<file path="config.mk">
export PLATFORM = sky130hd
export DESIGN_NAME = axi_r_resp_router
export DESIGN_NICKNAME = d
export VERILOG_FILES = /design/src/rtl/axi_pkg.sv /design/src/rtl/r_rr_arbiter.sv /design/src/rtl/axi_r_resp_router.sv
export SDC_FILE = /design/constraint.sdc
export NUM_CORES = 1
export LEC_CHECK = 0
export CAP_MARGIN = 20
export CORE_UTILIZATION = 41
export CTS_CLUSTER_DIAMETER = 50
export DETAILED_ROUTE_END_ITERATION = 8
export PLACE_DENSITY = 0.82
export SYNTH_ARGS = -nofsm -noshare
export SYNTH_HDL_FRONTEND = slang
export SYNTH_SLANG_ARGS = --single-unit
</file>
<file path="constraint.sdc">
create_clock -name ACLK -period 5.5 [get_ports ACLK]
set_clock_uncertainty 0.15 [all_clocks]
set_input_delay 1.1 -clock ACLK [delete_from_list [all_inputs] [get_ports ACLK]]
set_output_delay 1.1 -clock ACLK [all_outputs]
set_load 0.1 [all_outputs]
</file>
<file path="src/rtl/axi_pkg.sv">
// Shared constants, beat record and FSM encoding for the AXI R-channel return router.
package axi_pkg;

  localparam int NUM_S     = 5;
  localparam int NUM_M     = 2;
  localparam int ID_M_BITS = 4;
  localparam int ID_S_BITS = 2 * ID_M_BITS;
  localparam int DATA_BITS = 32;
  localparam int SIDX_W    = $clog2(NUM_S);

  typedef struct packed {
    logic [ID_M_BITS-1:0] id;
    logic [DATA_BITS-1:0] data;
    logic [1:0]           resp;
    logic                 last;
  } r_beat_t;

  typedef enum logic {IDLE = 1'b0, LOCK = 1'b1} fsm_e;

  function automatic logic [SIDX_W-1:0] oh2idx(input logic [NUM_S-1:0] oh);
    logic [SIDX_W-1:0] idx;
    idx = '0;
    for (int i = 0; i < NUM_S; i++) begin
      if (oh[i]) idx = SIDX_W'(i);
    end
    return idx;
  endfunction

  function automatic logic [SIDX_W-1:0] inc_wrap(input logic [SIDX_W-1:0] i);
    return (i == SIDX_W'(NUM_S - 1)) ? '0 : i + 1'b1;
  endfunction

endpackage

</file>
<file path="src/rtl/r_rr_arbiter.sv">
// NUM_S-way round-robin arbiter: first requester at or after ptr_i wins, one-hot grant.
module r_rr_arbiter
  import axi_pkg::*;
(
  input  logic [NUM_S-1:0]  req_i,
  input  logic [SIDX_W-1:0] ptr_i,
  output logic [NUM_S-1:0]  gnt_o
);

  int idx;

  // Scan from the farthest candidate back to ptr_i so the nearest one overrides.
  always_comb begin
    gnt_o = '0;
    idx   = 0;
    for (int i = NUM_S - 1; i >= 0; i--) begin
      idx = int'(ptr_i) + i;
      if (idx >= NUM_S) idx = idx - NUM_S;
      if (req_i[idx]) begin
        gnt_o      = '0;
        gnt_o[idx] = 1'b1;
      end
    end
  end

endmodule

</file>
<file path="src/rtl/axi_r_resp_router.sv">
// Routes slave R bursts to the master named by RID[7:4], with one burst lock per master.
// Optional: define AXI_R_SKID_EN for a registered 2-entry skid buffer on each master R path.
//
// state | meaning
// IDLE  | no burst owned; arbiter grant applies combinationally this cycle
// LOCK  | burst in progress from slave gnt_q; released by the RLAST handshake
module axi_r_resp_router
  import axi_pkg::*;
(
  input  logic                                ACLK,
  input  logic                                ARESETn,
  input  logic [NUM_S-1:0][ID_S_BITS-1:0]     RID_S,
  input  logic [NUM_S-1:0][DATA_BITS-1:0]     RDATA_S,
  input  logic [NUM_S-1:0][1:0]               RRESP_S,
  input  logic [NUM_S-1:0]                    RLAST_S,
  input  logic [NUM_S-1:0]                    RVALID_S,
  output logic [NUM_S-1:0]                    RREADY_S,
  output logic [NUM_M-1:0][ID_M_BITS-1:0]     RID_M,
  output logic [NUM_M-1:0][DATA_BITS-1:0]     RDATA_M,
  output logic [NUM_M-1:0][1:0]               RRESP_M,
  output logic [NUM_M-1:0]                    RLAST_M,
  output logic [NUM_M-1:0]                    RVALID_M,
  input  logic [NUM_M-1:0]                    RREADY_M
);

  fsm_e              state_q [NUM_M];
  fsm_e              state_d [NUM_M];
  logic [SIDX_W-1:0] gnt_q   [NUM_M];
  logic [SIDX_W-1:0] gnt_d   [NUM_M];
  logic [SIDX_W-1:0] ptr_q   [NUM_M];
  logic [SIDX_W-1:0] ptr_d   [NUM_M];
  logic [SIDX_W-1:0] sel     [NUM_M];

  logic [NUM_M-1:0][NUM_S-1:0] req;
  logic [NUM_M-1:0][NUM_S-1:0] arb_gnt;
  logic [NUM_M-1:0]            active, fwd_valid, fwd_ready, accept;
  r_beat_t                     beat_s   [NUM_S];
  r_beat_t                     fwd_beat [NUM_M];
  r_beat_t                     out_beat [NUM_M];

  always_comb begin
    req = '0;
    for (int s = 0; s < NUM_S; s++) begin
      beat_s[s].id   = RID_S[s][ID_M_BITS-1:0];
      beat_s[s].data = RDATA_S[s];
      beat_s[s].resp = RRESP_S[s];
      beat_s[s].last = RLAST_S[s];
      for (int m = 0; m < NUM_M; m++) begin
        req[m][s] = RVALID_S[s] && (RID_S[s][ID_S_BITS-1:ID_M_BITS] == ID_M_BITS'(m));
      end
    end
  end

  for (genvar m = 0; m < NUM_M; m++) begin : g_arb
    r_rr_arbiter u_arb (
      .req_i (req[m]),
      .ptr_i (ptr_q[m]),
      .gnt_o (arb_gnt[m])
    );
  end

  // Reset gates every ready/valid so a partial burst is dropped the moment ARESETn falls.
  always_comb begin
    RREADY_S = '0;
    for (int s = 0; s < NUM_S; s++) begin
      if (ARESETn && RVALID_S[s] &&
          (RID_S[s][ID_S_BITS-1:ID_M_BITS] >= ID_M_BITS'(NUM_M)))
        RREADY_S[s] = 1'b1;
    end
    for (int m = 0; m < NUM_M; m++) begin
      sel[m]       = (state_q[m] == LOCK) ? gnt_q[m] : oh2idx(arb_gnt[m]);
      active[m]    = ARESETn && ((state_q[m] == LOCK) || (|req[m]));
      fwd_valid[m] = active[m] && RVALID_S[sel[m]];
      fwd_beat[m]  = active[m] ? beat_s[sel[m]] : '0;
      accept[m]    = fwd_valid[m] && fwd_ready[m];
      if (active[m] && fwd_ready[m]) RREADY_S[sel[m]] = 1'b1;
    end
  end

  always_comb begin
    for (int m = 0; m < NUM_M; m++) begin
      state_d[m] = state_q[m];
      gnt_d[m]   = gnt_q[m];
      ptr_d[m]   = ptr_q[m];
      if (active[m]) begin
        if (accept[m] && fwd_beat[m].last) begin
          state_d[m] = IDLE;
          ptr_d[m]   = inc_wrap(sel[m]);
        end else begin
          state_d[m] = LOCK;
          gnt_d[m]   = sel[m];
        end
      end
    end
  end

  always_ff @(posedge ACLK or negedge ARESETn) begin
    if (!ARESETn) begin
      for (int m = 0; m < NUM_M; m++) begin
        state_q[m] <= IDLE;
        gnt_q[m]   <= '0;
        ptr_q[m]   <= '0;
      end
    end else begin
      for (int m = 0; m < NUM_M; m++) begin
        state_q[m] <= state_d[m];
        gnt_q[m]   <= gnt_d[m];
        ptr_q[m]   <= ptr_d[m];
      end
    end
  end

`ifdef AXI_R_SKID_EN
  r_beat_t    sk_q  [NUM_M][2];
  r_beat_t    sk_d  [NUM_M][2];
  logic [1:0] cnt_q [NUM_M];
  logic [1:0] cnt_d [NUM_M];

  for (genvar m = 0; m < NUM_M; m++) begin : g_rdy
    assign fwd_ready[m] = (cnt_q[m] != 2'd2);
  end

  // Pop shifts entry 1 down first, so a same-cycle push lands at the post-pop count.
  always_comb begin
    for (int m = 0; m < NUM_M; m++) begin
      sk_d[m][0] = sk_q[m][0];
      sk_d[m][1] = sk_q[m][1];
      cnt_d[m]   = cnt_q[m];
      RVALID_M[m] = (cnt_q[m] != 2'd0);
      out_beat[m] = RVALID_M[m] ? sk_q[m][0] : '0;
      if (RVALID_M[m] && RREADY_M[m]) begin
        sk_d[m][0] = sk_q[m][1];
        cnt_d[m]   = cnt_q[m] - 2'd1;
      end
      if (accept[m]) begin
        sk_d[m][cnt_d[m][0]] = fwd_beat[m];
        cnt_d[m]             = cnt_d[m] + 2'd1;
      end
    end
  end

  always_ff @(posedge ACLK or negedge ARESETn) begin
    if (!ARESETn) begin
      for (int m = 0; m < NUM_M; m++) begin
        sk_q[m][0] <= '0;
        sk_q[m][1] <= '0;
        cnt_q[m]   <= '0;
      end
    end else begin
      for (int m = 0; m < NUM_M; m++) begin
        sk_q[m][0] <= sk_d[m][0];
        sk_q[m][1] <= sk_d[m][1];
        cnt_q[m]   <= cnt_d[m];
      end
    end
  end
`else
  assign fwd_ready = RREADY_M;

  always_comb begin
    for (int m = 0; m < NUM_M; m++) begin
      RVALID_M[m] = fwd_valid[m];
      out_beat[m] = fwd_beat[m];
    end
  end
`endif

  always_comb begin
    for (int m = 0; m < NUM_M; m++) begin
      RID_M[m]   = out_beat[m].id;
      RDATA_M[m] = out_beat[m].data;
      RRESP_M[m] = out_beat[m].resp;
      RLAST_M[m] = out_beat[m].last;
    end
  end

endmodule
</file>
==> metrics, run 1 <==
outcome stopped before the end; Last stage global routing (5_1_grt); stop err [ERROR DPL-0038] Utilization greater than 100%, impossible to legalize; fraction of registers with async set/reset 1.00; Synth area leader mux2i_1; worst_ep grt RID_M[0]; WEP type output port; pre-CTS setup slack -635 ps; cell count after synthesis 1058; placed insts 1666; Avg Cell Area, Syn ~7.1 um^2; TritonCTS Sinks 14; CTS H-tree depth 1; dominant cells by area after synthesis mux2i_1 (12%), ha_1 (7.9%), a21oi_1 (7.6%), nor3_1 (7.0%), a22o_1 (4.8%); number of synthesized register bits 14; IO Count a little over 300; largest net degree at the start of global routing 42; Rows slightly below 50; Post-DP HPWL approximately 30000 um; Ys Warns 0; die width about 140 um; CTS buffer count 3; Initial Util 0.418; Syn Nets 1331; Root Driver clkbuf_16; Die Ht approximately 140 um; RD Place Congestion between 0.9 and 1; Mapped Area 7470 um^2; share of the synthesized area in the top cell type 0.119; Primary FF master, synth dfrtp_1; Clock Tree Buf Depth 2; sequential area share after synthesis 0.0469; number of synthesized flops with an enable pin 0; Port Buffers 308; Netlist cell types 95
-- cells by family after synthesis --
logic type,share of synthesized area
AND/OR/NAND/NOR,0.229
flip-flops,0.0469
adder cells (fa/ha/maj),0.0840
AO/OA/AOI/OAI,0.412
buffers and inverters,0.0678
XOR/XNOR,0.0141
multiplexers,0.147
-- what timing repair did --
item | 4_1_cts
hold buffers | 0
setup buffers | 78
setup endpoints to repair | 85
pin swaps | 106
resized for setup | 279
cloned | 23
-- per-stage QoR --
| step | cell area [um^2] | setup TNS [ps] |
|---|---|---|
| floorplan | 8960 | -16990 |
| global placement | 14100 | -38760 |
| detailed placement | 14100 | -43940 |
| CTS | 16300 | -12490 |
-- Yosys cell counts, types with 14 or more instances --
| master | number |
|---|---|
| a21oi_1 | 114 |
| nor3_1 | 104 |
| mux2i_1 | 89 |
| clkbuf_1 | 61 |
| o22ai_1 | 51 |
| nand2_1 | 49 |
| ha_1 | 47 |
| nor2_1 | 47 |
| a22o_1 | 41 |
| o21a_1 | 41 |
| o221ai_1 | 40 |
| inv_1 | 28 |
| o21ai_0 | 25 |
| nand3_1 | 24 |
| buf_2 | 18 |
| a211oi_1 | 16 |
| dfrtp_1 | 14 |
| nand2b_1 | 14 |
==> run 2: changes to the inputs <==
Settings changed: CORE_UTILIZATION 41 to 30, CTS_CLUSTER_DIAMETER 50 to not set, PLACE_DENSITY 0.82 to not set, PLACE_DENSITY_LB_ADDON set to 0.15.
Clock period 5.5 ns to 7.2 ns, I/O delays scaled along.
==> run 2 against run 1 <==
The run now ends clean. Synthesized area unchanged. Synthesized cell count unchanged.
==> metrics, run 2 <==
synth-to-layout area growth 67.7%; Finished Cell Area between 10000 and 15000 um^2; outcome finished, final reports clean; CTS buffer count 3 (unchanged); total die area around 26000 um^2; Worst Hold Depth 1; first-pass GRT wire length around 56000 um; IO Count 309 (unchanged); DRC Markers 0; Rows 57 (+16%); Finished Layout Cells around 1700; Netlist cell types 95 (unchanged); Mapped Area 7470 um^2 (unchanged); Placement Cell Area 12400 um^2 (-12%); Critical Path Fanout Max 19; Largest regs gnt_q x6, ptr_q x6, state_q x2; CP Class input port to primary output; CTS Hold Buffers Added 0 (unchanged); largest net degree at the start of global routing 66; starting DRC count in detailed routing around 680; Initial Util 0.306 (-0.111); Fillers roughly 2400; Setup violations, final 0; Worst-Margin Slew roughly 810 ps; CTS tree yes; Post-DP HPWL 28000 um (-5.7%); most frequent cell after synthesis a21oi_1; wire per inst around 22 um; Synth area leader mux2i_1; CP endpoint kind primary output; Slew Limit Headroom 0.455; Worst-path clk slew roughly 50 ps; commonest non-fill, non-tap cell in the layout clkdlybuf4s50_1; CTS H-tree depth 1 (unchanged); Primary FF master, synth dfrtp_1; r2r startpoint ptr_q[0]; dominant cells by area after synthesis mux2i_1 (12%), ha_1 (7.9%), a21oi_1 (7.6%), nor3_1 (7.0%), a22o_1 (4.8%); cell count after synthesis 1058 (unchanged); most frequent cells in the layout clkdlybuf4s50_1 (223), a21oi_1 (113), buf_12 (97), mux2i_1 (89), nor3_2 (79); f_max between 100 and 150 MHz; setup repair after global routing missed its margin no; vias per inst around 6; Final TNS setup 0 ps; vias in the first global route a little under 10000; Clock Tree Buf Depth 2 (unchanged); Hold Path End gnt_q[0]; Avg Cell Area, Syn 7.06 um^2 (unchanged); share of the synthesized area in the top cell type 0.119 (unchanged); Final Util 0.514; CP cell instances clkdlybuf4s50_1 -> or4b_1 -> a211oi_1 -> a21boi_1 -> a31oi_1 -> o211ai_1 -> a221oi_1 -> or4_1 -> a21boi_4 -> buf_12 -> buf_12 -> mux2i_1 -> a22o_1 -> nor3_2 -> buf_12; fraction of registers with async set/reset 1.00 (unchanged); WP data arrival 5500 ps; HP Start gnt_q[0]; critical path startpoint category input port; minimum clock period between 7000 and 8000 ps; R2R setup slack ~1800 ps; Tot GR Track Use 0.275; fin. max-slew vios 0; Root Driver clkbuf_16; Ys Warns 0 (unchanged); top cells by count, synth a21oi_1 (114), nor3_1 (104), mux2i_1 (89); RR Endpoint ptr_q[0]; ANT nets after route 0; r2r worst-path depth 18; Die Ht 160 um (+17%); most frequent CP cell buf_12; worst path required time roughly 5600 ps; initial antenna violation count 3; fin crit share 0.985; number of synthesized register bits 14 (unchanged); slowest CP cell or4b_1; Largest delay share family, worst path compound AO/OA/AOI/OAI gates; max_cap viols 0; fin nets 1606; Vias approximately 10000; die width 160 um (+17%); number of synthesized flops with an enable pin 0 (unchanged); TritonCTS Sinks 14 (unchanged); layout cells sized above 1 0.210; Port Buffers 308 (unchanged); GRT Residual Overflow 0; Skew-Pair Late Insertion Delay approximately 240 ps; placed insts 1650 (-0.96%); sum of buffers and inverters on the critical path 4; sequential area share after synthesis 0.0469 (unchanged); Hold Path Class register to register; Syn Nets 1331 (unchanged); Core ar. roughly 24000 um^2; drt pass-1 iters 5; Post-Route WL between 30000 and 40000 um; max incr delay on CP roughly 600 ps; endpoints failing hold 0; RD Place Congestion 0.980 (+1.3%)
run 2: cell counts after synthesis:
No cell type changed its count.
run 2: metal layers:
metal / track usage / vias up / share of wire
met3: 0.0455 / 71 / 0.061
met1: 0.362 / 4787 / 0.44
met5: 0 / - / 0.00030
li1: - / 4713 / -
met4: 0.0922 / 2 / 0.035
met2: 0.454 / 379 / 0.46
run 2: metrics by stage:
step | setup WS [ps] | hold slack (ps)
after floorplan | -628 | 324
after CTS | 143 | 371
after detailed placement | 169 | 360
after global routing | 19.8 | 380
final | 109 | 377
after global placement | 210 | 355
run 2: worst max-delay path by stage:
stage               slack [ps]          end         from  depth (start not counted)
finish                     110  RDATA_M[52]    RID_S[29]                         15
global route                20  RDATA_M[49]  RVALID_S[2]                         15
CTS                        140  RDATA_M[52]    RID_S[29]                         15
detailed placement         170  RDATA_M[52]    RID_S[29]                         15
global placement           210   RDATA_M[3]  RVALID_S[0]                         15
floorplan                 -630  RREADY_S[2]     ptr_q[3]                         18
run 2: layout make-up:
cell class                      count  area (um^2)  share of cell area
Inverter                           35          131              0.0105
Clock buffer                        3         75.1             0.00599
Tap cell                          324          405              0.0323
Timing Repair Buffer              359         4470               0.356
Multi-Input combinational cell    920         7100               0.566
Sequential cell                    14          350              0.0279
Antenna cell                        3         7.51            0.000599
run 2: cell families after synthesis:
logic type / count (synthesis) / share of synthesized area
AOI/OAI and AO/OA: 431 / 0.412
and+or+nand+nor: 323 / 0.229
buffers and inverters: 124 / 0.0678
muxes: 105 / 0.147
adders and majority gates: 49 / 0.0840
DFF: 14 / 0.0469
xor gates and xnor gates: 12 / 0.0141
run 2: repair_timing:
action                     CTS  global route
setup endpoints to repair    0            28
resized for setup            0             1
buffers inserted             0             2
Power of run 2 is left out: the tool's default activity adds up to more than one toggle a clock period on the data nets, which glitch-free logic cannot reach.
==> run 3: changes to the inputs <==
Settings changed: CORE_MARGIN set to 2, GPL_ROUTABILITY_DRIVEN set to 0, SKIP_CTS_REPAIR_TIMING set to 1.
==> run 3 against run 2 <==
Via count is 0.44% lower. Die area is 2.5% higher. Final cell count is 0.12% lower. Maximum frequency is 0.73% higher. Design area is 0.13% higher. Sequential cell count stayed put. First-iteration DRC count is 7.2% higher. Global-route usage is 1.3 points lower. Register-to-register slack better by 30 ps. Worst setup slack better by 51 ps. Utilization is 0.067 points higher.
==> metrics, run 3 (synthesis results as in run 2) <==
starting DRC count in detailed routing 733 (+7.2%); Worst-path clk slew 50 ps (about the same); CP Class input port to primary output; Post-DP HPWL 28200 um (+0.73%); endpoints failing hold 0 (unchanged); pre-CTS setup slack 147 ps (-21.5 ps); wire per inst 21.8 um (-0.77%); synth-to-layout area growth 67.9%; met3 Use GR 0.0424 (-0.00306); Initial Util 0.306 (unchanged); fin. max-slew vios 0 (unchanged); max_cap viols 0 (unchanged); fin crit share 0.978 (-0.00711); CTS tree yes; ANT nets after route 0 (unchanged); first-pass GRT wire length 55000 um (-2.1%); r2r worst-path depth 21 (+3); fin nets 1607 (+0.062%); minimum clock period 7040 ps (-51.2 ps); Core ar. 24400 um^2 (unchanged); most frequent cells in the layout clkdlybuf4s50_1 (223), a21oi_1 (113), buf_12 (97), mux2i_1 (89), nor3_2 (79); initial antenna violation count 0 (-3); layout cells sized above 1 0.212 (+0.00209); Setup violations, final 0 (unchanged); die width 162 um (+1.3%); outcome finished, final reports clean; vias in the first global route 9488 (-1.6%); Tot GR Track Use 0.262 (-0.0133); Skew-Pair Late Insertion Delay 240 ps (about the same); Rows 57 (unchanged); f_max 142 MHz (+0.73%); number of diodes 0 (-3); Clock Tree Buf Depth 2 (unchanged); Worst-Margin Slew 834 ps (+27.4 ps); critical path startpoint category input port; drt pass-1 iters 6 (+1); RR Endpoint ptr_q[1]; Vias 9908 (-0.44%); CP endpoint kind primary output; GRT Residual Overflow 0 (unchanged); Worst Hold Depth 1 (unchanged); grt met2 use 0.423 (-0.0305); final setup margin 161 ps (+51.2 ps); Post-Route WL 36000 um (-0.89%); setup repair after global routing missed its margin no; commonest non-fill, non-tap cell in the layout clkdlybuf4s50_1; WP data arrival 5450 ps (-50 ps); GR Util met1 0.350 (-0.0121); IO Count 309 (unchanged); Final TNS setup 0 ps (unchanged); Die Ht 162 um (+1.3%); Root Driver clkbuf_16; Slew Limit Headroom 0.437 (-0.0185); vias per inst 5.98 (-0.32%); Hold Path Class register to register; Hold Path End gnt_q[0]; Port Buffers 308 (unchanged); worst path required time 5610 ps (about the same); r2r startpoint ptr_q[1]; DRC Markers 0 (unchanged); Largest regs gnt_q x6, ptr_q x6, state_q x2; largest net degree at the start of global routing 82 (+24%); Hold WS 363 ps (-13.3 ps); CTS H-tree depth 1 (unchanged); Critical Path Fanout Max 20 (+1); TritonCTS Sinks 14 (unchanged); Final Util 0.515 (+0.000667); R2R setup slack 1810 ps (+30 ps); HP Start gnt_q[0]; GR peak layer met2; CTS buffer count 3 (unchanged); total die area 26200 um^2 (+2.5%)
-- run 3: critical path, cell delays in order --
cell             delay (ps)
clkdlybuf4s50_1         470
nor4b_4                 360
nand2_2                 140
or3_1                   400
and3b_1                 220
or3b_1                  400
a311oi_2                320
nor2_2                  150
a21boi_4                240
buf_12                  220
buf_4                   250
mux2i_1                 110
a22o_1                  240
nor3_2                  250
buf_12                  210
-- run 3: layer usage --
metal,share of wire,up-vias
met5,0,-
met4,0.045,0
met3,0.070,90
met2,0.46,461
met1,0.43,4648
li1,-,4709
-- run 3: worst max-delay path by stage --
stage	end	start	slack, ps	cells past startpoint
floorplan	RREADY_S[2]	ptr_q[3]	-630	18
global placement	RDATA_M[58]	RID_S[29]	240	15
detailed placement	RDATA_M[60]	RID_S[29]	150	15
CTS	RDATA_M[51]	RID_S[29]	140	15
global route	RDATA_M[60]	RID_S[29]	10	15
finish	RDATA_M[60]	RID_S[29]	160	15
-- run 3: final cells by class --
cell class / instances / area (um^2)
timing repair buffer: 360 / 4470
clock buffer: 3 / 75.1
multi-input combinational: 920 / 7120
inverter: 35 / 131
fill: 2328 / 11800
sequential: 14 / 350
tap: 324 / 405
-- run 3: through the flow --
| stage | area (um^2) | instances |
|---|---|---|
| after floorplan | 7880 | 1058 |
| after global placement | 12500 | 1652 |
| after detailed placement | 12500 | 1652 |
| after global routing | 12600 | 1656 |
| after CTS | 12500 | 1655 |
| final | 12600 | 1656 |
Power of run 3 is left out for the same reason.
==> run 4: changes to the inputs <==
Settings changed: CORE_UTILIZATION 30 to 40, SKIP_CTS_REPAIR_TIMING 1 to not set, SLEW_MARGIN set to 15.
==> run 4 against run 3 <==
First-iteration DRC count rose by 33%. Non-clock buffer count fell by 1. Register-to-register slack got worse by 110 ps. Global-route usage rose by 7.1 points. Maximum frequency rose by 0.25%. Clock-buffer cell count did not move. Sequential share of layout area barely moved. Design area fell by 0.83%. Worst setup slack improved by 18 ps. Critical path depth did not move. Utilization rose by 17 points. Final cell count fell by 5.7%. Critical path type unchanged. Highest routed layer is now met5.
==> metrics, run 4 (synthesis results as in run 2) <==
worst path required time 5610 ps (about the same); final setup margin 178 ps (+17.7 ps); largest net degree at the start of global routing 46 (-44%); vias per inst 6.54 (+9.3%); Largest regs gnt_q x6, ptr_q x6, state_q x2; CP Class input port to primary output; layout cells sized above 1 0.211 (-0.000592); wire per inst 22.4 um (+3.0%); Post-Route WL 35000 um (-2.9%); fin nets 1606 (-0.062%); minimum clock period 7020 ps (-17.7 ps); Worst Hold Depth 1 (unchanged); commonest non-fill, non-tap cell in the layout clkdlybuf4s50_1; total die area 19800 um^2 (-24%); Worst-path clk slew 50 ps (about the same); TritonCTS Sinks 14 (unchanged); f_max 142 MHz (+0.25%); WP data arrival 5430 ps (-20 ps); Die Ht 141 um (-13%); CP endpoint kind primary output; ANT nets after route 0 (unchanged); Core ar. 18100 um^2 (-26%); synth-to-layout area growth 66.5%; Clock Tree Buf Depth 2 (unchanged); GRT Residual Overflow 0 (unchanged); first-pass GRT wire length 53800 um (-2.3%); vias in the first global route 9624 (+1.4%); Root Driver clkbuf_16; starting DRC count in detailed routing 976 (+33%); CTS tree yes; Skew-Pair Late Insertion Delay 250 ps (about the same); Final TNS setup 0 ps (unchanged); initial antenna violation count 1 (+1); Hold Path Class register to register; max_cap viols 0 (unchanged); CTS H-tree depth 1 (unchanged); Final Util 0.686 (+0.171); Port Buffers 308 (unchanged); outcome finished, final reports clean; Tot GR Track Use 0.333 (+0.0709); Slew Limit Headroom 0.482 (+0.0451); Critical Path Fanout Max 23 (+15%); pre-CTS setup slack 150 ps (+2.70 ps); most frequent cells in the layout clkdlybuf4s50_1 (223), a21oi_1 (113), buf_12 (99), mux2i_1 (89), nor3_2 (79); fin crit share 0.975 (-0.00246); Post-DP HPWL 26700 um (-5.3%); Initial Util 0.412 (+0.105); Vias 10200 (+3.1%); drt pass-1 iters 6 (unchanged); fin. max-slew vios 0 (unchanged); critical path startpoint category input port; Rows 49 (-14%); Worst-Margin Slew 767 ps (-66.9 ps); CTS buffer count 3 (unchanged); Setup violations, final 0 (unchanged); DRC Markers 0 (unchanged); Finished Layout Cells 1561 (-5.7%); IO Count 309 (unchanged); r2r worst-path depth 16 (-24%); die width 141 um (-13%); Fillers 1507 (-35%); placed insts 1556 (-5.8%); endpoints failing hold 0 (unchanged)
## run 4: critical path, stage by stage
cell and delay (ps):
clkdlybuf4s50_1 470, nor4b_4 420, nand2_2 140, or3_1 400
and3b_1 220, or3b_1 400, a311oi_2 320, nor2_2 150
a21boi_4 200, buf_12 220, buf_12 210, mux2i_1 110
a22o_1 250, nor3_2 240, buf_12 210
## run 4: path summary, 6_finish.rpt
kind | startpoint | endpoint | slack [ps]
worst max-delay path | RID_S[30] | RID_M[6] | 180
worst min-delay path | gnt_q[5] | gnt_q[5] | 370
worst max register to register | ptr_q[4] | ptr_q[3] | 1700
worst min register to register | gnt_q[5] | gnt_q[5] | 370
max in group asynchronous | ARESETn | gnt_q[2] | 5240
min in group asynchronous | ARESETn | ptr_q[2] | 1420
## run 4: what timing repair did
item,4_1_cts,5_1_grt
gates resized for setup,0,3
hold buffers,0,0
buffers inserted,0,1
endpoints found under the hold margin,0,0
setup endpoints to repair,0,53
## run 4: cell type report
cell class / count / area [um^2] / share of cell area
Tap cell: 229 / 287 / 0.0230
Sequential cell: 14 / 350 / 0.0281
Inverter: 35 / 131 / 0.0106
Multi-Input combinational cell: 920 / 7110 / 0.571
Clock buffer: 3 / 75.1 / 0.00603
Antenna cell: 1 / 2.50 / 0.000201
Timing Repair Buffer: 359 / 4490 / 0.361
## run 4: layer usage
layer,wire [um],GRT usage
met5,12,0
met4,1680,0.142
met3,3060,0.0639
met2,16500,0.550
met1,13800,0.424
## run 4: stage by stage
step,hold slack (ps),instance area [um^2]
6_report,367,12400
5_1_grt,383,12400
4_1_cts,366,12400
3_5_place_dp,354,12300
3_3_place_gp,352,12300
2_1_floorplan,324,7880
Power of run 4 is left out for the same reason.
